$ cat src/rtl/fadd_arbiter.sv
// Round-robin arbiter sharing one fixed-latency pipelined fadd among NREQ requesters.
// Results are routed back to the issuing requester via a tag pipe matched to the adder latency.
module fadd_arbiter #(
  parameter int NREQ = 2,
  parameter int LAT  = 3
) (
  input  logic                 clk,
  input  logic                 rstn,
  input  logic [NREQ-1:0]      req_valid,
  input  logic [32*NREQ-1:0]   req_x1,
  input  logic [32*NREQ-1:0]   req_x2,
  output logic [NREQ-1:0]      req_ready,
  input  logic                 stall,
  output logic [31:0]          fadd_x1,
  output logic [31:0]          fadd_x2,
  input  logic [31:0]          fadd_y,
  output logic [NREQ-1:0]      resp_valid,
  output logic [31:0]          resp_y,
  output logic                 idle
);

  localparam int IW = $clog2(NREQ);

  typedef struct packed {
    logic          valid;
    logic [IW-1:0] id;
  } tag_t;

  logic [IW-1:0]   r_last;
  logic [31:0]     r_x1;
  logic [31:0]     r_x2;
  tag_t [LAT:0]    r_tag;
  logic [NREQ-1:0] r_resp_valid;
  logic [31:0]     r_resp_y;

  logic            w_xfer;
  logic [IW-1:0]   w_win;
  logic            w_busy;

  // Search starts one past the last winner so every requester is served once per NREQ grants.
  always_comb begin
    logic [IW-1:0] idx;
    // NOTE: every variable written here gets a default first so no latch is inferred.
    w_xfer = 1'b0;
    w_win  = '0;
    idx    = '0;
    for (int off = 1; off <= NREQ; off++) begin
      idx = IW'((int'(r_last) + off) % NREQ);
      if (!w_xfer && req_valid[idx]) begin
        w_xfer = 1'b1;
        w_win  = idx;
      end
    end
    if (stall || !rstn) begin
      w_xfer = 1'b0;
    end
  end

  assign req_ready = w_xfer ? (NREQ'(1) << w_win) : '0;

  // NOTE: state uses non-blocking assignments so every register samples pre-edge values.
  always_ff @(posedge clk or negedge rstn) begin
    if (!rstn) begin
      r_last       <= IW'(NREQ - 1);
      r_x1         <= '0;
      r_x2         <= '0;
      r_tag        <= '0;
      r_resp_valid <= '0;
      r_resp_y     <= '0;
    end else begin
      if (w_xfer) begin
        r_x1   <= req_x1[32*w_win +: 32];
        r_x2   <= req_x2[32*w_win +: 32];
        r_last <= w_win;
      end
      r_tag[0] <= '{valid: w_xfer, id: w_win};
      for (int i = 1; i <= LAT; i++) begin
        r_tag[i] <= r_tag[i-1];
      end
      // The tail tag lines up with fadd_y of the op it describes.
      if (r_tag[LAT].valid) begin
        r_resp_valid <= NREQ'(1) << r_tag[LAT].id;
        r_resp_y     <= fadd_y;
      end else begin
        r_resp_valid <= '0;
      end
    end
  end

  always_comb begin
    w_busy = 1'b0;
    for (int i = 0; i <= LAT; i++) begin
      w_busy = w_busy | r_tag[i].valid;
    end
  end

  assign fadd_x1    = r_x1;
  assign fadd_x2    = r_x2;
  assign resp_valid = r_resp_valid;
  assign resp_y     = r_resp_y;
  assign idle       = !w_busy && (r_resp_valid == '0);

endmodule

$ cat config.mk
export PLATFORM = sky130hd
export DESIGN_NAME = fadd_arbiter
export DESIGN_NICKNAME = d
export VERILOG_FILES = /design/src/rtl/fadd_arbiter.sv
export SDC_FILE = /design/constraint.sdc
export NUM_CORES = 1
export LEC_CHECK = 0
export CORE_UTILIZATION = 30
export DETAILED_ROUTE_END_ITERATION = 12
export HOLD_SLACK_MARGIN = 0.03
export PLACE_DENSITY = 0.75
export SLEW_MARGIN = 20
export SYNTH_ARGS = -nofsm -noshare
export SYNTH_HDL_FRONTEND = slang
export SYNTH_SLANG_ARGS = --single-unit
export TNS_END_PERCENT = 30
$ cat constraint.sdc
create_clock -name clk -period 1.8 [get_ports clk]
set_input_delay 0.36 -clock clk [delete_from_list [all_inputs] [get_ports clk]]
set_output_delay 0.36 -clock clk [all_outputs]
set_load 0.05 [all_outputs]
==> flow_metrics.py <==
metrics = {
    "status": {
        "status": "finished with violations",
        "violations": "negative setup slack",
    },
    "floorplanning": {
        "initial_core_util": 0.307,
        "row_count": 45,
        "core-area_sq_mm": 0.0151,
        "die_h_um": 126,
        "die_x_um": 126,
        "dieArea_sq_mm": 0.0160,
        "io_pins": 266,
    },
    "grt": {
        "grt_antenna_before_repair": 0,
        "grt_pass1_vias": 4259,
        "grt_pass1_wl_um": 21900,
        "grt-ovfl-total": 0,
        "grt.total_usage": 0.178,
        "grt_max_degree": 108,
    },
    "routing": {
        "drc": 0,
        "dr.pass1.iters": 4,
        "ant_nets": 0,
        "via_per_inst": 5.18,
        "wl_per_cell_um": 18.5,
        "totalWireLength_um": 14200,
        "num_vias": 3961,
        "drtIter0Drc": 176,
    },
    "cts": {
        "cts_buffer_depth": 2,
        "clk_pin_slew_worst_paths_ns": 0.08,
        "h-tree-depth": 3,
        "cts_tree": "done",
        "clock_latency_ns": 0.34,
        "cts_buffers": 9,
        "cts_root_buffer": "clkbuf_16",
        "cts_num_sinks": 107,
        "ctsHoldBuffers": 0,
    },
    "power": {
        "power_density_mw_per_mm2": 1110,
        "clkPwrFrac": 0.243,
        "p_int_mw": 5.19,
        "power_frac_comb": 0.391,
        "power_leakage_nw": 3.48,
        "p_switching_mw": 3.21,
        "p_sw_frac": 0.382,
        "sequentialPowerShare": 0.366,
        "vdd_drop_max_mv": 0.512,
    },
    "logic_synthesis": {
        "syn_area_sq_mm": 0.00464,
        "syn_area_per_cell_sq_um": 14.6,
        "synth.ff_latch_count": 107,
        "synth-xor-area-share": 0,
        "yosys.area_share.adder": 0,
        "synthSimpleGateAreaFrac": 0.152,
        "synth_top_family_by_area": "simple AND/OR/NAND/NOR gates",
        "synth_compound_area_frac": 0.142,
        "synthMuxAreaShare": 0.0776,
        "ys_warn_count": 0,
        "yosysUniqueCellTypes": 22,
        "syn_nets": 484,
        "ys_seq_area_frac": 0.577,
        "syn-instance-count": 319,
    },
    "timing": {
        "skew_ns": 0.00932,
        "layout_setup_ws_ns": -0.142,
        "worstMarginPinSlew_ns": 0.568,
        "setup_viol": 1,
        "timing.hold.ws_ns": 0.116,
        "fin_crit_ns": 1.94,
        "maxSlewHeadroom": 0.622,
        "fmax_mhz": 515,
        "layout_worst_path_cycle_share": 1.08,
        "slew_viol_final": 0,
        "hold_viol": 0,
        "rsz0062_at_grt": "yes",
    },
    "finish": {
        "final_common_cell": "clkdlybuf4s50_1",
        "final_cells": 765,
        "layout-drive-gt1-share": 0.307,
        "final_cell_mix": "161 x clkdlybuf4s50_1, 110 x buf_4, 104 x dfrtp_1",
        "area_growth_pct": 63.6,
        "num_antenna_cells": 0,
        "fin_nets": 737,
    },
    "worst_setup_path": {
        "worst_setup_path_end_kind": "output port",
        "critPathSlowestCell": "or4_4",
        "criticalPathCategory": "flop to output port",
        "startpoint_type": "flop",
        "cp.required_ns": 1.44,
        "critPathCapture": "idle",
        "reg2reg_depth": 4,
        "reg2reg_slack_ns": 0.32,
        "r2r-start": "r_last",
        "path_max_fanout": 2,
        "path_cells": "or4_4, nor3_4, buf_6",
        "reg2reg_to": "fadd_x2[20]",
        "cp.arrival_ns": 1.58,
        "critical_path.max_stage_delay_ns": 0.55,
        "setup.worst_path.start": "r_tag[1]",
    },
    "hold_path": {
        "hp-class": "input port to asynchronous set/reset pin",
    },
    "placed_design": {
        "routabilityCongestion": 0.772,
        "pre_cts_ws_ns": -0.104,
        "port_buffers": 265,
        "dp_hpwl_um": 10200,
        "placed_cells": 749,
    },
    "run": {
        "cap_violations": 0,
    },
}
[per-stage QoR]
step	instance area [sq um]	power, mW	util	TNS (ns)
after floorplan	4660	5.12	-	-0.0472
after global routing	7600	8.75	0.502	-0.209
after global placement	7280	6.37	0.480	-1.98
after detailed placement	7280	6.43	0.480	-4.82
after CTS	7600	8.51	0.502	-0.172
final	7600	8.41	0.502	-0.142
[sequential cells by signal (all words and copies together), names as in the netlist]
signal      flops
fadd_x1        32
fadd_x2        32
resp_y         32
r_tag           8
resp_valid      2
r_last          1
[final cells by class]
type | count | area (sq um)
Fill cell | 1317 | 7550
Sequential cell | 107 | 2680
Timing Repair Buffer | 281 | 2600
Multi-Input combinational cell | 172 | 1760
Tap cell | 188 | 235
Clock buffer | 9 | 225
Clock inverter | 7 | 83.8
Inverter | 1 | 3.75
[worst min path at each step]
stage | startpoint | endpoint | slack [ns] | depth (start not counted)
after floorplan | rstn | fadd_x1[0] | 0.06 | 0
after global placement | r_tag[4] | r_tag[6] | 0.33 | 0
after detailed placement | r_tag[2] | r_tag[4] | 0.33 | 0
after CTS | rstn | r_tag[6] | 0.12 | 2
after global routing | rstn | fadd_x2[25] | 0.16 | 2
final | rstn | fadd_x1[0] | 0.12 | 2
[repair_timing]
action	in CTS	in global routing
pin swaps	1	0
gates resized for setup	4	0
setup endpoints to repair	3	2
buffers inserted	0	0
endpoints found under the hold margin	0	0
[per-layer routing]
| layer | vias up | routed length [um] | GRT usage |
|---|---|---|---|
| met1 | 1926 | 5610 | 0.202 |
| li1 | 1809 | - | - |
| met3 | 26 | 1020 | 0.0422 |
| met5 | - | 0 | 0 |
| met4 | 0 | 388 | 0.0865 |
| met2 | 200 | 7140 | 0.316 |
[logic make-up (layout without fill, tap and decap cells)]
logic type | count (synthesis) | count (layout)
AO/OA/AOI/OAI | 67 | 67
buffers and inverters | 40 | 298
flip-flops | 107 | 107
multiplexers | 32 | 32
AND/OR/NAND/NOR | 73 | 73
[cell usage after synthesis]
library cell	n	area [sq um]
dfrtp_1	106	2650
a221o_1	64	641
and4b_1	64	641
mux2_2	32	360
buf_2	15	75.1
clkbuf_1	11	41.3
buf_4	7	52.6
buf_6	6	67.6
a21boi_1	1	7.51
a21o_1	1	7.51
and2_1	1	6.26
and2_4	1	8.76
dfstp_2	1	26.3
inv_1	1	3.75
nand2_1	1	3.75
nor2_1	1	3.75
nor2b_1	1	6.26
nor2b_2	1	8.76
nor2b_4	1	13.8
nor3_1	1	5.00
o21ai_1	1	5.00
or4_1	1	7.51
[critical path, delay by kind of cell, from the launching register on]
family,cells,cell delay (ns)
and+or+nand+nor,2,0.68
buffers and inverters,1,0.18
DFF,1,0.38
[power by group through the flow]
stage | Combinational [mW] | Clock, mW | Sequential [mW]
CTS | 3.31 | 2.11 | 3.08
finish | 3.29 | 2.04 | 3.08
global route | 3.41 | 2.20 | 3.13
detailed placement | 3.31 | 0 | 3.12
floorplan | 0.617 | 0 | 4.50
global placement | 3.26 | 0 | 3.11
No activity file was read; power rests on OpenSTA's default activity.
